<file path="src/rtl/writeback_stage.sv">
// Final pipeline stage: registers the MEM/WB boundary, extracts sub-word loads and drives the register-file write port.
// Optional retired-instruction counter is built only when WB_RETIRE_CNT_EN is defined.
module writeback_stage #(
  parameter int RETIRE_CNT_WIDTH = 32,
  parameter int DWIDTH           = 32,
  parameter int AWIDTH           = 5
) (
  input  logic                        wb_clk,
  input  logic                        wb_rst,
  input  logic                        wb_i_ce,
  input  logic                        wb_i_stall,
  input  logic [DWIDTH-1:0]           wb_i_alu_result,
  input  logic [DWIDTH-1:0]           wb_i_mem_data,
  input  logic [AWIDTH-1:0]           wb_i_addr_rd,
  input  logic                        wb_i_reg_wr,
  input  logic                        wb_i_memtoreg,
  input  logic [1:0]                  wb_i_load_size,
  input  logic                        wb_i_load_unsigned,
  output logic [DWIDTH-1:0]           wb_o_data_rd,
  output logic [AWIDTH-1:0]           wb_o_addr_rd,
  output logic                        wb_o_reg_wr,
  output logic                        wb_o_ce,
  output logic [RETIRE_CNT_WIDTH-1:0] wb_o_retired
);

  typedef enum logic {EMPTY = 1'b0, FULL = 1'b1} state_t;

  state_t              state_q, state_d;
  logic [DWIDTH-1:0]   data_q, data_d;
  logic [AWIDTH-1:0]   addr_q, addr_d;
  logic                reg_wr_q, reg_wr_d;
  logic [15:0]         half_s;
  logic [7:0]          byte_s;
  logic [DWIDTH-1:0]   load_s;
  logic [DWIDTH-1:0]   wdata_s;

  // Big-endian sub-word extraction: lower offsets address the more significant lanes.
  always_comb begin
    half_s = wb_i_alu_result[1] ? wb_i_mem_data[15:0] : wb_i_mem_data[31:16];
    byte_s = 8'h00;
    case (wb_i_alu_result[1:0])
      2'b00:   byte_s = wb_i_mem_data[31:24];
      2'b01:   byte_s = wb_i_mem_data[23:16];
      2'b10:   byte_s = wb_i_mem_data[15:8];
      2'b11:   byte_s = wb_i_mem_data[7:0];
      default: byte_s = 8'h00;
    endcase
    load_s = wb_i_mem_data;
    case (wb_i_load_size)
      2'b01: begin
        if (wb_i_load_unsigned) load_s = {16'h0000, half_s};
        else                    load_s = {{16{half_s[15]}}, half_s};
      end
      2'b10: begin
        if (wb_i_load_unsigned) load_s = {24'h000000, byte_s};
        else                    load_s = {{24{byte_s[7]}}, byte_s};
      end
      default: load_s = wb_i_mem_data;
    endcase
    if (wb_i_memtoreg) wdata_s = load_s;
    else               wdata_s = wb_i_alu_result;
  end

  // Next-state: stall holds everything, ce captures, otherwise a bubble keeps data/addr.
  always_comb begin
    state_d  = state_q;
    data_d   = data_q;
    addr_d   = addr_q;
    reg_wr_d = reg_wr_q;
    if (wb_i_stall) begin
      state_d  = state_q;
    end else if (wb_i_ce) begin
      state_d  = FULL;
      data_d   = wdata_s;
      addr_d   = wb_i_addr_rd;
      reg_wr_d = wb_i_reg_wr && (wb_i_addr_rd != {AWIDTH{1'b0}});
    end else begin
      state_d  = EMPTY;
      reg_wr_d = 1'b0;
    end
  end

  // Stage registers with synchronous reset.
  always_ff @(posedge wb_clk) begin
    if (wb_rst) begin
      state_q  <= EMPTY;
      data_q   <= {DWIDTH{1'b0}};
      addr_q   <= {AWIDTH{1'b0}};
      reg_wr_q <= 1'b0;
    end else begin
      state_q  <= state_d;
      data_q   <= data_d;
      addr_q   <= addr_d;
      reg_wr_q <= reg_wr_d;
    end
  end

  assign wb_o_data_rd = data_q;
  assign wb_o_addr_rd = addr_q;
  assign wb_o_reg_wr  = reg_wr_q;
  assign wb_o_ce      = (state_q == FULL);

`ifdef WB_RETIRE_CNT_EN
  logic [RETIRE_CNT_WIDTH-1:0] retired_q, retired_d;
  logic                        retire_inc_s;

  // Retire count advances on every captured instruction, including rd = 0; wraps silently.
  always_comb begin
    retire_inc_s = !wb_i_stall && wb_i_ce;
    if (retire_inc_s) retired_d = retired_q + RETIRE_CNT_WIDTH'(1);
    else              retired_d = retired_q;
  end

  // Counter register.
  always_ff @(posedge wb_clk) begin
    if (wb_rst) retired_q <= {RETIRE_CNT_WIDTH{1'b0}};
    else        retired_q <= retired_d;
  end

  assign wb_o_retired = retired_q;
`else
  assign wb_o_retired = {RETIRE_CNT_WIDTH{1'b0}};
`endif

endmodule

</file>
<file path="config.mk">
export PLATFORM = sky130hd
export DESIGN_NAME = writeback_stage
export DESIGN_NICKNAME = d
export VERILOG_FILES = /design/src/rtl/writeback_stage.sv
export SDC_FILE = /design/constraint.sdc
export NUM_CORES = 1
export LEC_CHECK = 0
export ABC_AREA = 1
export BUFFER_PORTS_ARGS = -buffer_cell sky130_fd_sc_hd__buf_2
export CORE_MARGIN = 2
export CORE_UTILIZATION = 30
export CTS_CLUSTER_DIAMETER = 150
export DETAILED_ROUTE_END_ITERATION = 8
export HOLD_SLACK_MARGIN = 0.15
export PLACE_DENSITY = 0.57
export SETUP_SLACK_MARGIN = 0.2
export SLEW_MARGIN = 20
export SYNTH_ARGS = -nofsm -noshare
export SYNTH_HDL_FRONTEND = slang
export SYNTH_SLANG_ARGS = --single-unit
</file>
<file path="constraint.sdc">
create_clock -name wb_clk -period 3.63 [get_ports wb_clk]
set_clock_uncertainty 0.2 [all_clocks]
set_input_delay 0.1815 -clock wb_clk [delete_from_list [all_inputs] [get_ports wb_clk]]
set_output_delay 0.1815 -clock wb_clk [all_outputs]
set_load 0.01 [all_outputs]
</file>
# Word-level counts from Yosys, hierarchy flattened
# Cells that the tools add are included.
[word_totals]
wordCells = 22
out_inout_bits = 71
inputBits = 78
ff_bits = 39
[classes]
n_eq_ne = 5
muxes = 8
reduce_logical = 4
bitwise_logic = 1
[op_table]
columns = ["op", "count"]
rows = [
  ["$mux W32", 3],
  ["$pmux W32 S2", 1],
  ["$pmux W8 S4", 1],
  ["$mux W16", 1],
  ["$eq A2 B2 Y1 const B", 3],
  ["$reduce_bool A5 Y1", 1],
  ["$eq A2 B1 Y1 const B", 2],
  ["$logic_not A2 Y1", 1],
  ["$mux W1", 2],
  ["$reduce_and A2 Y1", 1],
  ["$logic_and A1 B1 Y1", 1],
  ["$not A1 Y1", 1],
]

# Depth between registers and ports, before layout
# Gate-level depths: netlist of run 1.
[depth]
depth_word = 5
ltp_mapped = 11
mapped_depth_nobuf = 10

# Worst setup path after synthesis of run 1
# OpenSTA, ideal clock, no wires.
[synth_timing]
kind = "input port to flip-flop"
start = "input port wb_i_load_size[0]"
end = "register data_q[14] (netlist: wb_o_data_rd[14])"
arrival_time_ns = 1.156
n_path_buf = 2
setup_time_ns = 0.122
t_required_ns = 3.308
slack_ns = 2.152
cell_stages = 8
path_cell_list = "inv_1 -> ha_1 -> buf_2 -> inv_1 -> buf_2 -> o21ai_0 -> o21ai_0 -> a21oi_1"
[synth_between]
elab_chain_cells = 3
word_cells_on_any_way = 4
cone_classes = "eq/ne (2); mux (2)"
[synth_rtl]
columns = ["element", "line_no", "text"]
rows = [
  ["start: declaration", "17", "input logic [1:0] wb_i_load_size,"],
  ["$eq A2 B2 Y1 or $eq A2 B1 Y1 (tied branches)", "49", "case (wb_i_load_size)"],
  ["$pmux W32 S2 *", "49", ""],
  ["$mux W32 *", "60", "if (wb_i_memtoreg) wdata_s = load_s;"],
  ["end signal: assignment", "87", "data_q <= {DWIDTH{1'b0}};"],
  ["end signal: assignment", "92", "data_q <= data_d;"],
  ["end: declaration", "29", "logic [DWIDTH-1:0] data_q, data_d;"],
]
# Every way passes the cells marked *; elsewhere a longest branch is shown, timed or not.
# A chain may end at the register's enable or synchronous reset.

# Final worst setup path of run 1
[layout_timing]
start = "input port wb_i_stall"
end = "register data_q[7] (netlist: wb_o_data_rd[7])"
[layout_between]
elab_chain_cells = 2
[layout_rtl]
columns = ["element", "line_no", "text"]
rows = [
  ["start: declaration", "11", "input logic wb_i_stall,"],
  ["$not A1 Y1 (no line)", "n/a", ""],
  ["$reduce_and A2 Y1 (no line)", "n/a", ""],
]
# No other way between the ends.

==> reports/results.tsv, run 1 <==
metric	value	unit
startpoint	wb_i_stall	
hp-class	in -> reg	
finalCriticalPeriod	2.66	ns
initial_core_util	30.7	%
synth_area_per_cell	6.75	um^2
drt_wl_total	8.97	mm
synth_top_area_share	29.4	%
first_pass_iters	4	
slew_headroom	34.2	%
cts_resized	0	
synth_area_leaders	dfxtp_1, a21oi_1, o21ai_0, buf_4, nand2_1	
dp_hpwl	6.18	mm
worstPathRequired	3.61	ns
grt_pass1_vias	2982	
hold_viol	0	
routed-wl-met3	519	um
reg2reg_slack	2.19	ns
critPathMaxStageDelay	0.59	ns
synth-main-ff-cell	dfxtp_1	
dieWidth	98.0	um
wl_per_cell	13.5	um
numPortBuffers	116	
path_clk_slew	0.08	ns
ant_nets	0	
p_leak	1.97	nW
drive_above_1_share	32.8	%
worstHoldPathCells	3	
period_share	73.4	%
overflow	0	
synth_warnings	0	
synth_cells	393	
whs	0.173	ns
whs_endpoint	wb_o_data_rd[1]	
cts_setup_buffers	0	
grt_max_degree	37	
arrival	2.64	ns
critPathSlowestCell	nor2_4	
synth_common_cells	nand2_1, a21oi_1, o21ai_0, dfxtp_1, buf_4	
pwr-share-seq	38.2	%
antenna_found_initial	0	
power.density	314	nW/um^2
worst_pin_slew	0.985	ns
synth-edff-count	0	
criticalPathCategory	in -> reg	
rows	34	
drv_slew	0	
synth_most_common_cell	nand2_1	
fmax	375	MHz
grtUsageTotal	18.3	%
tns	0	ns
dr_wl_met2	4.31	mm
fill_cells	910	
regToRegEndpoint	wb_o_data_rd[7]	
antenna_cells	0	
core_region_area	8640	um^2
wirelength_met1	4.08	mm
irDropWorstVdd	135	uV
p_int	0.854	mW
power	1.23	mW
outcome	complete, no violations	
vias	3069	
fin_area	3920	um^2
rsz0062_at_grt	false	
setup_viol	0	
grt_pass1_wl	14.3	mm
gp_congestion	0.798	
clk_latency	0.29	ns
critPathMaxFanout	34	
postPlaceCellArea	3140	um^2
clockBufferDepth	2	
final_nets	637	
cts_tree	yes	
io_pins	149	
cts_inserted_buffers	5	
ys_ff_latch	39	
syn2layout_area_growth	47.9	%
r2r-start	wb_o_data_rd[7]	
cts_root_buf	clkbuf_8	
syn_area	2650	um^2
synth_cell_types	27	
pwr-share-comb	31.0	%
async_flop_share	0	%
p_clk_share	30.8	%
yosysTopAreaCell	dfxtp_1	
via_per_inst	4.61	
cp-start-kind	primary input	
maxCapViolations	0	
cts.sinks	39	
hold_start	wb_i_alu_result[1]	
dieArea	9610	um^2
die_height	98.0	um
drc	0	
p_sw_share	30.5	%
cp-end-kind	register	
drt_iter0_markers	107	
rr_worst_depth	3	
dr.max_layer_used	met4	
power_switching	0.375	mW
crit_chain	dlygate4sd3_1 -> buf_2 -> nor2_4 -> inv_2 -> a21oi_1 -> a21oi_1 -> dlygate4sd3_1	
seq_area_frac_synth	29.4	%
htreeDepth	2	
[power by group through the flow]
stage               Sequential (mW)  Clock [mW]  Combinational (mW)
detailed placement            0.479           0               0.307
global placement              0.479           0               0.305
finish                        0.470       0.379               0.381
global route                  0.474       0.405               0.421
CTS                           0.470       0.390               0.377
floorplan                     0.493           0               0.206
[what timing repair did]
item,in CTS,in global routing
hold buffers,66,0
endpoints found under the hold margin,39,0
endpoints found under the setup margin,0,0
[layout make-up]
type	instances	area, um^2	area share, %
multi-input combinational	309	1560	39.8
timing repair buffer	184	1260	32.0
sequential	39	781	19.9
tap	108	135	3.45
clock buffer	6	82.6	2.11
inverter	18	70.1	1.79
clock inverter	2	35.0	0.894
[worst max path at each step]
stage	depth (start not counted)	to	slack, ns
after floorplan	8	wb_o_data_rd[14]	2.15
after global placement	10	wb_o_data_rd[4]	1.53
after detailed placement	10	wb_o_data_rd[3]	1.46
after CTS	7	wb_o_data_rd[0]	1.02
after global routing	7	wb_o_data_rd[7]	0.78
final	7	wb_o_data_rd[7]	0.97
[layer usage]
layer  up-vias  GRT usage (%)
li1       1570              -
met2       104           31.6
met1      1386           23.6
met3         9           3.72
met5         -              0
met4         0           3.74
[stage by stage]
step,util (%),setup slack [ns],std cells
floorplan,-,2.15,424
global placement,36.4,1.53,592
detailed placement,36.4,1.46,592
CTS,45.4,1.02,666
global route,45.4,0.783,666
finish,45.4,0.966,666
[worst max-delay path, delay by kind of cell]
| kind | cells | cell delay (ns) |
|---|---|---|
| and+or+nand+nor | 1 | 0.59 |
| buffers and inverters | 4 | 1.57 |
| AOI/OAI and AO/OA | 2 | 0.30 |
[cells in the final DEF, fill, tap and decap left out, types with 2 or more instances in the layout]
cell type	netlist	final
dlygate4sd3_1	0	66
inv_1	15	15
buf_2	9	116
ha_1	2	2
nand2_1	64	64
nor2_1	15	14
dfxtp_1	39	39
o21ai_1	2	2
a21oi_1	62	62
clkbuf_8	0	6
nand3b_1	2	2
nand2_2	22	22
or2_2	17	17
buf_4	32	2
o21ai_0	54	54
a21o_1	5	5
a21oi_2	11	11
o211ai_1	2	2
inv_2	2	2
nand3_1	14	14
conb_1	1	32
[state kept, by name, indices dropped and copies added (netlist names)]
| name | cells |
|---|---|
| wb_o_addr_rd | 5 |
| wb_o_ce | 1 |
| wb_o_data_rd | 32 |
| wb_o_reg_wr | 1 |
[logic make-up (layout without fill, tap and decap cells)]
group                    after synthesis  after routing  synth area share (%)
adder cells (fa/ha/maj)                2              2                 0.944
buffers and inverters                 76            210                  16.4
other                                  1             32                 0.141
AND/OR/NAND/NOR                      137            137                  24.6
AO/OA/AOI/OAI                        138            138                  28.5
flip-flops                            39             39                  29.4
(Power assumes the default switching activity.)
==> inputs of run 2 (changes only) <==
Settings changed: PLACE_DENSITY 0.57 to 0.59.
Clock period 3.63 ns to 2.15 ns, I/O delays scaled along.
==> reports/results.tsv, run 2 (synthesis results as in run 1) <==
metric	value	unit	change
gp_congestion	0.841		+5.5%
wl_per_cell	13.8	um	+2.4%
path_clk_slew	0.08	ns	about the same
worstPathRequired	2.14	ns	-1.47 ns
finalCriticalPeriod	1.88	ns	
antenna_cells	0		unchanged
cts_inserted_buffers	5		unchanged
htreeDepth	2		unchanged
drive_above_1_share	34.9	%	+2.2 points
drt_wl_total	9.46	mm	+5.4%
hold_viol	0		unchanged
drc	0		unchanged
vias	3182		+3.7%
cp-end-kind	register		
final_cell_mix	buf_2, dlygate4sd3_1, nand2_1, a21oi_1, o21ai_0		
grt_max_degree	45		+22%
final_common_cell	buf_2		
initial_core_util	30.7	%	unchanged
grtUsageTotal	18.6	%	+0.38 points
outcome	complete, no violations		
ant_nets	0		unchanged
final_nets	657		+3.1%
io_pins	149		unchanged
via_per_inst	4.64		+0.66%
numPortBuffers	116		unchanged
cts.sinks	39		unchanged
clk_latency	0.29	ns	about the same
dieArea	9610	um^2	unchanged
dp_hpwl	6.46	mm	+4.5%
p_leak	2.06	nW	+4.5%
dieWidth	98.0	um	unchanged
grt_pass1_vias	3137		+5.2%
syn2layout_area_growth	56.8	%	
clockBufferDepth	2		unchanged
criticalPathCategory	in -> reg		
drv_slew	0		unchanged
overflow	0		unchanged
tns	0	ns	unchanged
rsz0062_at_grt	true		
power.density	494	nW/um^2	+58%
grt_pass1_wl	14.7	mm	+3.2%
critPathMaxFanout	16		-53%
hp-class	in -> reg		
antenna_found_initial	0		unchanged
core_region_area	8640	um^2	unchanged
fmax	531	MHz	
arrival	1.87	ns	-0.77 ns
cts_root_buf	clkbuf_8		
fill_cells	889		-2.3%
first_pass_iters	4		unchanged
setup_viol	0		unchanged
final_util	48.1	%	+2.7 points
cts_setup_buffers	0		unchanged
cp-start-kind	primary input		
whs	0.204	ns	+0.0310 ns
maxCapViolations	0		unchanged
irDropWorstVdd	374	uV	+180%
die_height	98.0	um	unchanged
rows	34		unchanged
largest_reg_flops	32		unchanged
cts_tree	yes		
period_share	87.7	%	
drt_iter0_markers	98		-8.4%
run 2: per-stage QoR:
| step | cell area (um^2) | instances | total power [mW] | worst slack [ns] |
|---|---|---|---|---|
| after floorplan | 2770 | 424 | 1.18 | 0.746 |
| after global placement | 3200 | 598 | 1.34 | 0.423 |
| after detailed placement | 3200 | 598 | 1.34 | 0.468 |
| after CTS | 4080 | 684 | 2.05 | 0.234 |
| after global routing | 4160 | 686 | 2.19 | 0.183 |
| final | 4160 | 686 | 2.06 | 0.265 |
run 2: final timing paths:
| kind | from | end | slack (ns) | cells after the start |
|---|---|---|---|---|
| min | wb_i_mem_data[25] | wb_o_data_rd[1] | 0.20 | 7 |
| min reg2reg | wb_o_data_rd[3] | wb_o_data_rd[3] | 0.35 | 2 |
| max reg2reg | wb_o_data_rd[15] | wb_o_data_rd[15] | 0.70 | 3 |
| max | wb_i_load_size[0] | wb_o_data_rd[30] | 0.27 | 10 |
run 2: what timing repair did:
action | in CTS | in global routing
hold buffers | 78 | 0
gates resized for setup | 0 | 19
setup endpoints to repair | 0 | 33
hold endpoints to repair | 39 | 0
run 2: cell type report:
cell class	instances	area [um^2]	share of cell area (%)
clock buffers	7	96.3	2.32
repair buffers	202	1440	34.6
flip-flops and latches	39	781	18.8
clock inverters	1	7.51	0.181
inverters	18	73.8	1.78
multi-input cells	310	1620	38.9
well taps	108	135	3.25
repair inverters	1	7.51	0.181
run 2: report_power, final:
part | total, mW | internal [mW] | switching (mW)
Clock | 0.563 | 0.292 | 0.271
Combinational | 0.699 | 0.332 | 0.367
Sequential | 0.793 | 0.771 | 0.0220
run 2: layer usage:
| layer | up-vias | global-route usage [%] | part of all wire, % |
|---|---|---|---|
| met5 | - | 0 | 0 |
| met4 | 0 | 4.27 | 1.6 |
| met3 | 14 | 3.58 | 5.9 |
| met2 | 116 | 34.1 | 49 |
| met1 | 1447 | 22.5 | 43 |
| li1 | 1605 | - | - |
run 2: worst max-delay path: stages:
cell           delay (ns)
buf_2                0.11
inv_1                0.05
ha_1                 0.31
buf_4                0.19
buf_6                0.17
a21oi_1              0.20
nand2_2              0.08
nand2_2              0.05
dlygate4sd3_1        0.56
a21oi_2              0.05
==> inputs of run 3 (changes only) <==
Settings changed: ABC_AREA 1 to not set, PLACE_DENSITY 0.59 to 0.61.
==> reports/results.tsv, run 3 <==
metric	value	unit	change
tns	0	ns	unchanged
largest_reg_flops	32		unchanged
reg2reg_slack	0.76	ns	+0.06 ns
criticalPathCategory	in -> reg		
arrival	1.88	ns	about the same
r2r-start	wb_o_data_rd[7]		
crit_chain	dlygate4sd3_1 -> buf_2 -> inv_1 -> o21ai_0 -> a21oi_1 -> dlygate4sd3_1 -> a211oi_2		
crit_buf_inv	4		-1
fin_area	3880	um^2	-6.5%
synth_common_cells	dfxtp_1, buf_4, nand2_1, o21ai_0, a22oi_1		
cts_tree	yes		
regToRegEndpoint	wb_o_data_rd[7]		
drc	0		unchanged
grt_busiest_layer	met2		
worstHoldPathCells	4		-3
power.density	545	nW/um^2	+10%
multi_input_area	1350	um^2	-16%
cts_setup_buffers	0		unchanged
grt_use_met3	3.34	%	-0.24 points
syn2layout_area_growth	63.9	%	
dieWidth	92.9	um	-5.2%
seqCellArea	781	um^2	unchanged
path_clk_slew	0.09	ns	about the same
synth_area_per_cell	8.01	um^2	+19%
grt_pass1_vias	2934		-6.5%
grt.met1_usage	27.2	%	+4.7 points
ys_ff_latch	39		unchanged
final_nets	567		-14%
gr-usage-met2	37.4	%	+3.3 points
clk_latency	0.29	ns	about the same
critPathMaxFanout	2		-14
htreeDepth	2		unchanged
antenna_cells	0		unchanged
syn_area	2370	um^2	-11%
cp-end-kind	register		
rsz0062_at_grt	false		
core_region_area	7690	um^2	-11%
drt_wl_total	9.50	mm	+0.42%
worst_pin_slew	0.703	ns	
cts_root_buf	clkbuf_8		
hp-class	in -> reg		
p_leak	1.81	nW	-12%
wl_per_cell	16.1	um	+17%
synth-main-ff-cell	dfxtp_1		
drt_iter0_markers	144		+47%
hold_viol	0		unchanged
slew_headroom	53.1	%	
fmax	538	MHz	+1.3%
antenna_found_initial	0		unchanged
setup_viol	0		unchanged
synth_area_leaders	dfxtp_1, buf_4, o21ai_0, a22oi_1, nand2_1		
placed_cells	503		-16%
critPathMaxStageDelay	0.59	ns	+0.03 ns
setup_slack	0.290	ns	+0.0250 ns
synth_cell_types	43		+59%
rows	32		-5.9%
seq_area_frac_synth	32.9	%	+3.5 points
final_util	50.5	%	+2.4 points
irDropWorstVdd	263	uV	-30%
fill_cells	773		-13%
critPathSlowestCell	dlygate4sd3_1		
maxCapViolations	0		unchanged
initial_core_util	30.8	%	+0.13 points
synth_top_area_share	32.9	%	+3.5 points
dp_hpwl	6.30	mm	-2.5%
grt_max_degree	34		-24%
hold_start	wb_i_memtoreg		
io_pins	149		unchanged
synth-edff-count	0		unchanged
whs_endpoint	wb_o_data_rd[11]		
worstPathRequired	2.17	ns	+0.03 ns
overflow	0		unchanged
final_common_cell	buf_2		
cp-start-kind	primary input		
rr_worst_depth	3		unchanged
outcome	complete, no violations		
fin_cells	590		-14%
dieArea	8630	um^2	-10%
drive_above_1_share	30.3	%	-4.6 points
die_height	92.9	um	-5.2%
clockBufferDepth	2		unchanged
postPlaceCellArea	2940	um^2	-8.0%
grt_pass1_wl	14.7	mm	+0.19%
synth_cells	296		-25%
first_pass_iters	6		+2
path_common_cell	dlygate4sd3_1		
synth_warnings	0		unchanged
grtUsageTotal	21.7	%	+3.1 points
period_share	86.5	%	-1.2 points
synth_most_common_cell	dfxtp_1		
drv_slew	0		unchanged
pre_cts_ws	0.182	ns	-0.285 ns
gp_congestion	0.857		+1.9%
crit_family	buffers and inverters		
ant_nets	0		unchanged
vias	2946		-7.4%
numPortBuffers	116		unchanged
final_cell_mix	buf_2, dlygate4sd3_1, dfxtp_1, conb_1		
via_per_inst	4.99		+7.6%
startpoint	wb_i_mem_data[1]		
async_flop_share	0	%	unchanged
cts_inserted_buffers	5		unchanged
finalCriticalPeriod	1.86	ns	-0.0250 ns
yosysTopAreaCell	dfxtp_1		
cts.sinks	39		unchanged
-- run 3: cell types whose count changed after synthesis, sizes merged, moves of 7 or more --
cell / before / now
o21ai: 56 / 42
o22ai: 0 / 7
a221oi: 0 / 13
o21bai: 0 / 7
nand2: 87 / 31
or2: 17 / 0
inv: 18 / 9
nand3: 15 / 0
a21oi: 73 / 16
a22oi: 0 / 19
-- run 3: worst min-delay path: cells and delay by family --
family	cells	cell delay (ns)
buf+inv	2	0.27
compound gates	2	0.24
-- run 3: routing by layer --
| layer | vias up | wire length [um] |
|---|---|---|
| li1 | 1402 | - |
| met4 | 0 | 252 |
| met1 | 1392 | 3890 |
| met3 | 21 | 600 |
| met2 | 131 | 4760 |
| met5 | - | 0 |
-- run 3: layout make-up --
type / instances / area share (%)
clock buffers: 5 / 1.77
clock inverters: 3 / 1.74
inverters: 9 / 0.870
multi-input cells: 226 / 34.8
flip-flops and latches: 39 / 20.1
well taps: 102 / 3.29
repair buffers: 206 / 37.4
-- run 3: cells by family (layout without fill, tap and decap cells) --
logic type | after synthesis | after routing | synth area share, %
compound gates | 120 | 120 | 33.6
fa+ha+maj | 2 | 2 | 1.06
buf+inv | 62 | 223 | 15.6
flops | 39 | 39 | 32.9
mux | 10 | 10 | 4.91
other cells | 1 | 32 | 0.158
simple gates | 62 | 62 | 11.8
-- run 3: per-stage QoR --
step	power, mW	hold WS, ns
final	2.12	0.171
after global routing	2.21	0.220
after CTS	2.12	0.168
after detailed placement	1.26	0.164
after global placement	1.26	0.158
after floorplan	1.11	0.0435
-- run 3: worst max path at each step --
stage,end,cells after the start
2_1_floorplan,wb_o_data_rd[30],6
3_3_place_gp,wb_o_data_rd[5],6
3_5_place_dp,wb_o_data_rd[14],5
4_1_cts,wb_o_data_rd[21],5
5_1_grt,wb_o_data_rd[7],8
6_report,wb_o_data_rd[1],7
-- run 3: where the power goes --
group          internal, mW  total, mW  switching (mW)
Clock                 0.463      0.745           0.282
Sequential            0.765      0.787          0.0219
Combinational         0.281      0.584           0.303
Total                  1.51       2.12           0.607
-- run 3: repair_timing --
| item | 4_1_cts | 5_1_grt |
|---|---|---|
| hold endpoints to repair | 39 | 0 |
| hold buffers | 79 | 0 |
| gates resized for setup | 0 | 2 |
| endpoints found under the setup margin | 0 | 2 |
